**src/rtl/pipeline_ctrl_pkg.sv**
```systemverilog
// Shared types and constants for the pipeline hazard controller.
package cpu_pkg;

  typedef enum logic [1:0] {
    FWD_REG   = 2'd0,
    FWD_EXMEM = 2'd1,
    FWD_MEMWB = 2'd2
  } fwd_sel_e;

  typedef enum logic [1:0] {
    RUN      = 2'd0,
    MEM_WAIT = 2'd1,
    FLUSH    = 2'd2
  } ctrl_state_e;

  localparam logic [5:0] REG_ZERO = 6'd0;

endpackage

```
**src/rtl/pipeline_ctrl_if.sv**
```systemverilog
// Hazard-controller bundle: pipeline register ids/strobes in, stage controls and perf counters out.
interface pipeline_ctrl_if import cpu_pkg::*; #(parameter int CNT_W = 32);

  logic [5:0]       dec_rs1, dec_rs2;
  logic             dec_uses_rs1, dec_uses_rs2;
  logic [5:0]       dec_exec_rs1, dec_exec_rs2, dec_exec_rd;
  logic             dec_exec_mem_r;
  logic [5:0]       exec_mem_rd;
  logic             exec_mem_writeback;
  logic [5:0]       mem_wb_rd;
  logic             mem_wb_writeback;
  logic             exec_mem_brnch_taken;
  logic             dmem_busy;
  fwd_sel_e         fwd_a_sel, fwd_b_sel;
  logic             stall_fetch, stall_dec, bubble_exec, stall_mem;
  logic             flush_dec, flush_exec, redirect;
  logic [CNT_W-1:0] stall_cnt, flush_cnt;

  modport master (
    output dec_rs1, dec_rs2, dec_uses_rs1, dec_uses_rs2,
           dec_exec_rs1, dec_exec_rs2, dec_exec_rd, dec_exec_mem_r,
           exec_mem_rd, exec_mem_writeback, mem_wb_rd, mem_wb_writeback,
           exec_mem_brnch_taken, dmem_busy,
    input  fwd_a_sel, fwd_b_sel, stall_fetch, stall_dec, bubble_exec, stall_mem,
           flush_dec, flush_exec, redirect, stall_cnt, flush_cnt
  );

  modport slave (
    input  dec_rs1, dec_rs2, dec_uses_rs1, dec_uses_rs2,
           dec_exec_rs1, dec_exec_rs2, dec_exec_rd, dec_exec_mem_r,
           exec_mem_rd, exec_mem_writeback, mem_wb_rd, mem_wb_writeback,
           exec_mem_brnch_taken, dmem_busy,
    output fwd_a_sel, fwd_b_sel, stall_fetch, stall_dec, bubble_exec, stall_mem,
           flush_dec, flush_exec, redirect, stall_cnt, flush_cnt
  );

endinterface

```
**src/rtl/pipeline_ctrl_fwd_select.sv**
```systemverilog
// Per-operand forwarding source select; EX/MEM result is newer so it beats MEM/WB.
module fwd_select import cpu_pkg::*; (
  input  logic [5:0] rs,
  input  logic [5:0] exmem_rd,
  input  logic       exmem_wb,
  input  logic [5:0] memwb_rd,
  input  logic       memwb_wb,
  output fwd_sel_e   sel
);

  always_comb begin
    sel = FWD_REG;
    if (rs != REG_ZERO && exmem_wb && rs == exmem_rd)
      sel = FWD_EXMEM;
    else if (rs != REG_ZERO && memwb_wb && rs == memwb_rd)
      sel = FWD_MEMWB;
  end

endmodule

```
**src/rtl/pipeline_ctrl.sv**
```systemverilog
// Central hazard controller: forwarding selects, load-use bubbles, dmem wait stalls,
// branch redirect/flush sequencing and saturating stall/flush perf counters.
module pipeline_ctrl import cpu_pkg::*; #(
  parameter int FLUSH_CYCLES = 2,
  parameter int CNT_W        = 32
) (
  input  logic           clk,
  input  logic           rst_n,
  pipeline_ctrl_if.slave bus
);

  localparam logic [3:0] FLUSH_LOAD = 4'(FLUSH_CYCLES - 1);

  ctrl_state_e      state, state_nx;
  logic [3:0]       flush_left, flush_left_nx;
  logic             pending, pending_nx;
  logic             load_use, do_redirect;
  logic             stall_fetch, stall_dec, bubble_exec, stall_mem;
  logic             flush_dec, flush_exec, redirect;
  fwd_sel_e         fwd_a_raw, fwd_b_raw;
  logic [CNT_W-1:0] stall_cnt, flush_cnt;

  fwd_select u_fwd_a (
    .rs       (bus.dec_exec_rs1),
    .exmem_rd (bus.exec_mem_rd),
    .exmem_wb (bus.exec_mem_writeback),
    .memwb_rd (bus.mem_wb_rd),
    .memwb_wb (bus.mem_wb_writeback),
    .sel      (fwd_a_raw)
  );

  fwd_select u_fwd_b (
    .rs       (bus.dec_exec_rs2),
    .exmem_rd (bus.exec_mem_rd),
    .exmem_wb (bus.exec_mem_writeback),
    .memwb_rd (bus.mem_wb_rd),
    .memwb_wb (bus.mem_wb_writeback),
    .sel      (fwd_b_raw)
  );

  assign load_use = bus.dec_exec_mem_r && (bus.dec_exec_rd != REG_ZERO) &&
                    ((bus.dec_uses_rs1 && bus.dec_rs1 == bus.dec_exec_rd) ||
                     (bus.dec_uses_rs2 && bus.dec_rs2 == bus.dec_exec_rd));

  always_ff @(posedge clk or negedge rst_n) begin
    if (!rst_n) begin
      state      <= RUN;
      flush_left <= '0;
      pending    <= 1'b0;
    end else begin
      state      <= state_nx;
      flush_left <= flush_left_nx;
      pending    <= pending_nx;
    end
  end

  // A branch resolved while dmem is busy is parked in 'pending' and replayed on the busy-drop cycle.
  always_comb begin
    state_nx      = state;
    flush_left_nx = flush_left;
    pending_nx    = pending;
    do_redirect   = 1'b0;
    stall_fetch   = 1'b0;
    stall_dec     = 1'b0;
    bubble_exec   = 1'b0;
    stall_mem     = 1'b0;
    flush_dec     = 1'b0;
    flush_exec    = 1'b0;
    redirect      = 1'b0;
    unique case (state)
      RUN: begin
        if (bus.dmem_busy) begin
          stall_fetch = 1'b1;
          stall_dec   = 1'b1;
          stall_mem   = 1'b1;
          pending_nx  = bus.exec_mem_brnch_taken;
          state_nx    = MEM_WAIT;
        end else if (bus.exec_mem_brnch_taken) begin
          do_redirect = 1'b1;
        end else if (load_use) begin
          stall_fetch = 1'b1;
          stall_dec   = 1'b1;
          bubble_exec = 1'b1;
        end
      end
      MEM_WAIT: begin
        if (bus.dmem_busy) begin
          stall_fetch = 1'b1;
          stall_dec   = 1'b1;
          stall_mem   = 1'b1;
          if (bus.exec_mem_brnch_taken) pending_nx = 1'b1;
        end else if (pending || bus.exec_mem_brnch_taken) begin
          do_redirect = 1'b1;
        end else begin
          state_nx = RUN;
        end
      end
      FLUSH: begin
        flush_dec     = 1'b1;
        stall_mem     = bus.dmem_busy;
        flush_left_nx = flush_left - 4'd1;
        if (flush_left <= 4'd1) state_nx = RUN;
      end
      default: state_nx = RUN;
    endcase
    if (do_redirect) begin
      redirect      = 1'b1;
      flush_dec     = 1'b1;
      flush_exec    = 1'b1;
      pending_nx    = 1'b0;
      flush_left_nx = FLUSH_LOAD;
      if (FLUSH_LOAD != 4'd0) state_nx = FLUSH;
      else                    state_nx = RUN;
    end
    if (!rst_n) begin
      stall_fetch = 1'b0;
      stall_dec   = 1'b0;
      bubble_exec = 1'b0;
      stall_mem   = 1'b0;
      flush_dec   = 1'b0;
      flush_exec  = 1'b0;
      redirect    = 1'b0;
    end
  end

  always_ff @(posedge clk or negedge rst_n) begin
    if (!rst_n) begin
      stall_cnt <= '0;
      flush_cnt <= '0;
    end else begin
      if (stall_fetch && stall_cnt != '1) stall_cnt <= stall_cnt + CNT_W'(1);
      if (redirect && flush_cnt != '1)    flush_cnt <= flush_cnt + CNT_W'(1);
    end
  end

  always_comb begin
    bus.fwd_a_sel = FWD_REG;
    bus.fwd_b_sel = FWD_REG;
    if (rst_n) begin
      bus.fwd_a_sel = fwd_a_raw;
      bus.fwd_b_sel = fwd_b_raw;
    end
  end

  assign bus.stall_fetch = stall_fetch;
  assign bus.stall_dec   = stall_dec;
  assign bus.bubble_exec = bubble_exec;
  assign bus.stall_mem   = stall_mem;
  assign bus.flush_dec   = flush_dec;
  assign bus.flush_exec  = flush_exec;
  assign bus.redirect    = redirect;
  assign bus.stall_cnt   = stall_cnt;
  assign bus.flush_cnt   = flush_cnt;

endmodule

```
**src/flat_wrapper.sv**
```systemverilog
// flat-port wrapper written by rule: the top's interface ports become plain ports
module pipeline_ctrl_flat import cpu_pkg::*;
#(
  parameter int FLUSH_CYCLES = 2,
  parameter int CNT_W        = 32
)
  (clk, rst_n, bus_dec_rs1, bus_dec_rs2, bus_dec_uses_rs1, bus_dec_uses_rs2, bus_dec_exec_rs1, bus_dec_exec_rs2, bus_dec_exec_rd, bus_dec_exec_mem_r, bus_exec_mem_rd, bus_exec_mem_writeback, bus_mem_wb_rd, bus_mem_wb_writeback, bus_exec_mem_brnch_taken, bus_dmem_busy, bus_fwd_a_sel, bus_fwd_b_sel, bus_stall_fetch, bus_stall_dec, bus_bubble_exec, bus_stall_mem, bus_flush_dec, bus_flush_exec, bus_redirect, bus_stall_cnt, bus_flush_cnt);
  pipeline_ctrl_if #(.CNT_W(CNT_W)) bus_i ();
  input  logic clk;
  input  logic rst_n;
  input wire logic [$bits(bus_i.dec_rs1)-1:0] bus_dec_rs1;
  input wire logic [$bits(bus_i.dec_rs2)-1:0] bus_dec_rs2;
  input wire logic [$bits(bus_i.dec_uses_rs1)-1:0] bus_dec_uses_rs1;
  input wire logic [$bits(bus_i.dec_uses_rs2)-1:0] bus_dec_uses_rs2;
  input wire logic [$bits(bus_i.dec_exec_rs1)-1:0] bus_dec_exec_rs1;
  input wire logic [$bits(bus_i.dec_exec_rs2)-1:0] bus_dec_exec_rs2;
  input wire logic [$bits(bus_i.dec_exec_rd)-1:0] bus_dec_exec_rd;
  input wire logic [$bits(bus_i.dec_exec_mem_r)-1:0] bus_dec_exec_mem_r;
  input wire logic [$bits(bus_i.exec_mem_rd)-1:0] bus_exec_mem_rd;
  input wire logic [$bits(bus_i.exec_mem_writeback)-1:0] bus_exec_mem_writeback;
  input wire logic [$bits(bus_i.mem_wb_rd)-1:0] bus_mem_wb_rd;
  input wire logic [$bits(bus_i.mem_wb_writeback)-1:0] bus_mem_wb_writeback;
  input wire logic [$bits(bus_i.exec_mem_brnch_taken)-1:0] bus_exec_mem_brnch_taken;
  input wire logic [$bits(bus_i.dmem_busy)-1:0] bus_dmem_busy;
  output wire logic [$bits(bus_i.fwd_a_sel)-1:0] bus_fwd_a_sel;
  output wire logic [$bits(bus_i.fwd_b_sel)-1:0] bus_fwd_b_sel;
  output wire logic [$bits(bus_i.stall_fetch)-1:0] bus_stall_fetch;
  output wire logic [$bits(bus_i.stall_dec)-1:0] bus_stall_dec;
  output wire logic [$bits(bus_i.bubble_exec)-1:0] bus_bubble_exec;
  output wire logic [$bits(bus_i.stall_mem)-1:0] bus_stall_mem;
  output wire logic [$bits(bus_i.flush_dec)-1:0] bus_flush_dec;
  output wire logic [$bits(bus_i.flush_exec)-1:0] bus_flush_exec;
  output wire logic [$bits(bus_i.redirect)-1:0] bus_redirect;
  output wire logic [$bits(bus_i.stall_cnt)-1:0] bus_stall_cnt;
  output wire logic [$bits(bus_i.flush_cnt)-1:0] bus_flush_cnt;
  assign bus_i.dec_rs1 = bus_dec_rs1;
  assign bus_i.dec_rs2 = bus_dec_rs2;
  assign bus_i.dec_uses_rs1 = bus_dec_uses_rs1;
  assign bus_i.dec_uses_rs2 = bus_dec_uses_rs2;
  assign bus_i.dec_exec_rs1 = bus_dec_exec_rs1;
  assign bus_i.dec_exec_rs2 = bus_dec_exec_rs2;
  assign bus_i.dec_exec_rd = bus_dec_exec_rd;
  assign bus_i.dec_exec_mem_r = bus_dec_exec_mem_r;
  assign bus_i.exec_mem_rd = bus_exec_mem_rd;
  assign bus_i.exec_mem_writeback = bus_exec_mem_writeback;
  assign bus_i.mem_wb_rd = bus_mem_wb_rd;
  assign bus_i.mem_wb_writeback = bus_mem_wb_writeback;
  assign bus_i.exec_mem_brnch_taken = bus_exec_mem_brnch_taken;
  assign bus_i.dmem_busy = bus_dmem_busy;
  assign bus_fwd_a_sel = bus_i.fwd_a_sel;
  assign bus_fwd_b_sel = bus_i.fwd_b_sel;
  assign bus_stall_fetch = bus_i.stall_fetch;
  assign bus_stall_dec = bus_i.stall_dec;
  assign bus_bubble_exec = bus_i.bubble_exec;
  assign bus_stall_mem = bus_i.stall_mem;
  assign bus_flush_dec = bus_i.flush_dec;
  assign bus_flush_exec = bus_i.flush_exec;
  assign bus_redirect = bus_i.redirect;
  assign bus_stall_cnt = bus_i.stall_cnt;
  assign bus_flush_cnt = bus_i.flush_cnt;
  pipeline_ctrl #(.FLUSH_CYCLES(FLUSH_CYCLES), .CNT_W(CNT_W)) u_core (.clk(clk), .rst_n(rst_n), .bus(bus_i));
endmodule
```
**config.mk**
```make
export PLATFORM = sky130hd
export DESIGN_NAME = pipeline_ctrl_flat
export DESIGN_NICKNAME = d
export VERILOG_FILES = /design/src/rtl/pipeline_ctrl_pkg.sv /design/src/rtl/pipeline_ctrl_if.sv /design/src/rtl/pipeline_ctrl_fwd_select.sv /design/src/rtl/pipeline_ctrl.sv /design/src/flat_wrapper.sv
export SDC_FILE = /design/constraint.sdc
export NUM_CORES = 1
export LEC_CHECK = 0
export CAP_MARGIN = 20
export CORE_ASPECT_RATIO = 0.6
export CORE_MARGIN = 2
export CORE_UTILIZATION = 47
export DETAILED_ROUTE_END_ITERATION = 6
export MAX_ROUTING_LAYER = met4
export PLACE_DENSITY_LB_ADDON = 0.12
export SETUP_SLACK_MARGIN = 0.4
export SLEW_MARGIN = 15
export SYNTH_ARGS = -nofsm -noshare
export SYNTH_HDL_FRONTEND = slang
export SYNTH_SLANG_ARGS = --single-unit
export TNS_END_PERCENT = 100
```
**constraint.sdc**
```tcl
create_clock -name clk -period 2.6 [get_ports clk]
set_input_delay 0.78 -clock clk [delete_from_list [all_inputs] [get_ports clk]]
set_output_delay 0.78 -clock clk [all_outputs]
set_load 0.005 [all_outputs]
```
; Yosys cells after proc, flatten, opt, wreduce, memory -nomap -nowiden
; Cells that the tools add are included.
[word_totals]
register_bits = 71
in_bits = 51
out_inout_bits = 75
elab_cells = 90
[classes]
addsub = 3
order_cmp = 1
eq_ne = 16
muxes = 40
n_reduce_logical = 25
[op_table]
columns = operator, count
row1 = 32-bit by 1-bit adder with 32-bit output (second input constant), 2
row2 = 32-bit != test (second input constant), 2
row3 = 6-bit equality test, 6
row4 = 1-bit 2-to-1 mux, 22
row5 = 2-bit 2-to-1 mux, 11
row6 = 6-bit nonzero test, 3
row7 = 3-bit by 2-bit != test with 1-bit output (second input constant), 5
row8 = 1-bit logical AND, 14
row9 = 4-bit 2-to-1 mux, 2
row10 = 1-bit case mux with 2 select lines, 4
row11 = 4-bit AND reduction, 2
row12 = 2-bit case mux with 3 select lines, 1
row13 = 4-bit by 1-bit <= comparator with 1-bit output (second input constant), 1
row14 = 4-bit by 1-bit subtractor with 4-bit output (second input constant), 1
row15 = 3-bit by 1-bit != test with 1-bit output (second input constant), 1
row16 = 3-bit nonzero test, 1
row17 = 2-bit by 1-bit equality test with 1-bit output (second input constant), 1
row18 = 2-bit equality test (second input constant), 1
row19 = 2-bit logical NOT, 1
row20 = 1-bit logical OR, 2
row21 = 2-bit nonzero test, 1
row22 = 2-bit OR reduction, 1

; Logic depth before layout (Yosys ltp)
[logic_depth]
ltp_word = 10
depth_mapped = 8
depth_no_buf = 8

; By module
; A second synthesis with hierarchy kept.
[hier_totals]
hier_cells = 376
area_unflattened_um2 = 3852.4
[modules_own_cells]
columns = module, instances, cells_per_inst, area_each_um2, seq_area_each_um2
row1 = pipeline_ctrl, 1, 336, 3539.6, 1776.7
row2 = fwd_select, 2, 20, 156.4, 0.0

; Worst setup path after synthesis
; Ideal clock, no wire load.
[synth_timing]
path_kind = input-to-output
start = in bus_dec_exec_rs1[2]
end = out bus_fwd_a_sel[1]
arrival_time_ps = 1856
required_ps = 1820
path_slack_ps = -36
cell_stages = 4
n_path_buf = 0
path_cell_list = or4_1 > nor3_1 > nor3_1 > nor4_1
[synth_via]
elab_chain_cells = 6
word_cells_on_any_way = 10
cone_classes = eq/ne: 2 / mux: 3 / reduce/logical: 5
[synth_rtl]
columns = item, line_no
row1 = from (decl), flat_wrapper.sv:15  ; input wire logic [$bits(bus_i.dec_exec_rs1)-1:0] bus_dec_exec_rs1;
row2 = 6-bit nonzero test, "pipeline_ctrl_fwd_select.sv:13, pipeline_ctrl_fwd_select.sv:15"
row3 = 1-bit logical AND (2 in series), pipeline_ctrl_fwd_select.sv:15  ; else if (rs != REG_ZERO && memwb_wb && rs == memwb_rd)
row4 = 2-bit 2-to-1 mux, pipeline_ctrl_fwd_select.sv:15
row5 = 2-bit 2-to-1 mux *, pipeline_ctrl_fwd_select.sv:13  ; if (rs != REG_ZERO && exmem_wb && rs == exmem_rd)
row6 = 2-bit 2-to-1 mux *, pipeline_ctrl.sv:139  ; if (rst_n) begin
row7 = to (decl), flat_wrapper.sv:25  ; output wire logic [$bits(bus_i.fwd_a_sel)-1:0] bus_fwd_a_sel;
; Every way passes the cells marked *; elsewhere a longest branch is shown, timed or not.

; Final worst setup path
[layout_timing]
start = in bus_dec_exec_rs1[5]
end = out bus_fwd_a_sel[1]
; The elaborated chain is that of the path after synthesis.

==> metrics.csv <==
metric,value,unit
cts hold-fix bufs,0,
status,finished with violations,
final core occ,0.814,
placed cells,669,
Tmin final,2.83,ns
cell leakage power,3.12,nW
Die H,76.1,um
syn avg cell area,10.0,um^2
HP Class,register to register,
crit start category,primary input,
clock sink count,71,
via count,4036,
cell count of the worst reg-to-reg path,14,
clk_lat worst skew,0.33,ns
CTS tree,done,
final hold violation count,0,
Root Buffer,clkbuf_16,
Area after DPL,0.00571,mm^2
total gr overflow,0,
WS Path Type,primary input to output port,
Max Cap Viol,0,
largest net degree at the start of global routing,37,
RSZ-0062 raised after global routing,true,
die area,0.00945,mm^2
first-pass GRT wire length,19800,um
Starting Density,0.481,
"Max FO, Critical Path",2,
iteration count of the initial detailed-routing pass,5,
clock skew,0.00618,ns
Max IR drop VDD,0.509,mV
Final period util,1.09,
core area,0.00846,mm^2
Routed Antenna Nets,0,
Syn Nets,462,
clock transition at the registers of the reported paths,0.05,ns
Total GRT Usage,0.279,
fin nets,653,
PortBufs,125,
data required time of the worst path,1.82,ns
Slew Limit Headroom,0.684,
post-synth cell types,44,
share of cells above drive strength 1,0.374,
Rows,26,
routability cong.,0.914,
CP Data Arrival Time,2.05,ns
Final Slew Violations,0,
Die X,124,um
post-route design area,0.00688,mm^2
setup ws final,-0.229,ns
sequential area share after synthesis,0.436,
FMAX,353,MHz
total routed wirelength,13700,um
H-tree depth,3,
CP endpoint kind,output port,
vias per std cell,5.64,
mapped cell area,0.00407,mm^2
initial antenna violation count,1,
post-synthesis register bit count,71,
Max Root-Sink Buffers,2,
Worst-Margin Slew,0.473,ns
io pins,126,
final setup vio count,6,
pwr/cell area,530,mW/mm^2
routed wire length per instance,19.2,um
DRT iter0 DRCs,335,
Post-Layout Cell Count,715,
hold path cells,1,
DP HPWL,8410,um
failing checks,negative setup slack,
Cells after Synth,407,
synth warn,0,
drt drc,0,
Total Power,3.65,mW
vias in the first global route,3863,
P&R area growth vs syn,69.1,%
Worst Setup Slack post-DPL,-0.937,ns
Num CTS Buffers,9,
timing repair:
action,in CTS,in global routing
setup endpoints to repair,66,68
pin swaps,45,40
gates cloned,0,1
gates resized for setup,255,91
buffers inserted,16,13
worst max-delay path: stages:
cell	delay [ns]
buf_6	0.09
or4_4	0.54
nor3_4	0.18
nor3_2	0.09
nor4_2	0.19
buf_2	0.17
registers in the layout, indices dropped and copies added, names as in the netlist:
signal / cells
u_core.flush_left: 4
u_core.bus.stall_cnt: 32
u_core.bus.flush_cnt: 32
u_core.pending: 1
u_core.state: 2
kinds of logic after synthesis:
kind of cell    after synthesis  share of synthesized area
compound gates               16                     0.0258
xor+xnor                     98                      0.211
fa+ha+maj                     4                     0.0123
buf+inv                      20                     0.0267
flops                        71                      0.436
mux                           4                     0.0117
simple gates                194                      0.276
metal layers:
metal  vias to the layer above  track usage  routed length, um
met3                        22       0.0659                815
met5                         -            -                  0
li1                       1818            -                  -
met2                       162        0.395               6270
met4                         0       0.0730                225
met1                      2034        0.404               6420
final timing paths:
kind | startpoint | end | slack [ns]
worst max-delay path | bus_dec_exec_rs1[5] | bus_fwd_a_sel[1] | -0.23
worst min-delay path | u_core.bus.stall_cnt[29] | u_core.bus.stall_cnt[29] | 0.49
worst max register to register | u_core.state[0] | u_core.bus.flush_cnt[12] | 0.31
worst min register to register | u_core.bus.stall_cnt[29] | u_core.bus.stall_cnt[29] | 0.49
max in group asynchronous | rst_n | u_core.bus.flush_cnt[24] | 1.64
min in group asynchronous | rst_n | u_core.bus.flush_cnt[13] | 0.50
cell usage after synthesis:
cell type / count / share of area
nor3b_2: 1 / 0.0031
o22ai_1: 1 / 0.0015
nor3_1: 21 / 0.026
mux2_2: 1 / 0.0028
clkinv_1: 1 / 0.00092
xnor2_1: 54 / 0.12
buf_6: 2 / 0.0055
nor3_2: 2 / 0.0049
ha_1: 4 / 0.012
mux2_4: 1 / 0.0037
a22oi_1: 1 / 0.0018
a211o_1: 2 / 0.0043
nor4_4: 1 / 0.0052
buf_4: 4 / 0.0074
clkbuf_1: 3 / 0.0028
buf_2: 3 / 0.0037
nor2b_1: 3 / 0.0046
nand2_1: 34 / 0.031
o2111ai_1: 1 / 0.0022
nor4b_1: 4 / 0.0086
and2_1: 6 / 0.0092
o21ai_0: 5 / 0.0061
and4bb_1: 1 / 0.0031
nand3_1: 30 / 0.037
o31ai_2: 1 / 0.0031
nand2b_1: 4 / 0.0061
nor4_2: 7 / 0.022
a21boi_0: 1 / 0.0018
mux2_1: 1 / 0.0028
mux2i_1: 1 / 0.0025
xor2_1: 44 / 0.095
and3_1: 9 / 0.014
a21oi_1: 4 / 0.0049
nor2_2: 1 / 0.0015
nor2_1: 23 / 0.021
or4_1: 2 / 0.0037
dfrtp_1: 71 / 0.44
and4_1: 6 / 0.013
or3_1: 3 / 0.0046
nor3b_1: 2 / 0.0037
nand4_1: 22 / 0.034
nor4_1: 11 / 0.017
nor4b_2: 1 / 0.0037
inv_1: 7 / 0.0065
through the flow:
step | hold slack (ns) | setup TNS (ns)
global placement | 0.476 | -15.42
detailed placement | 0.477 | -17.31
CTS | 0.491 | -0.981
finish | 0.489 | -0.687
floorplan | 0.477 | 0
global route | 0.509 | -1.03
layout by cell type, fill, tap and decap left out, types with 15 or more instances in the layout:
cell type        netlist  layout
nor3_1                21      15
buf_4                  4      45
buf_6                  2      32
xor2_1                44      44
nand2_1               34      31
clkdlybuf4s50_1        0      65
buf_2                  3      16
dfrtp_1               71      65
xnor2_1               54      33
nand3_1               30      18
xnor2_2                0      20
nor2_1                23      16
nand4_1               22      22
final cells by class:
cell class | count | area, um^2
Inverter | 8 | 30.0
Timing Repair Buffer | 192 | 1850
Tap cell | 112 | 140
Clock buffer | 14 | 254
Multi-Input combinational cell | 316 | 2810
Fill cell | 497 | 1570
Clock inverter | 1 | 5.00
Antenna cell | 1 | 2.50
Sequential cell | 71 | 1780
report_power, final:
group | internal (mW) | switching, mW
Clock | 0.666 | 0.447
Sequential | 1.25 | 0.221
Combinational | 0.623 | 0.441
Total | 2.54 | 1.11
No activity file was read; power rests on OpenSTA's default activity.
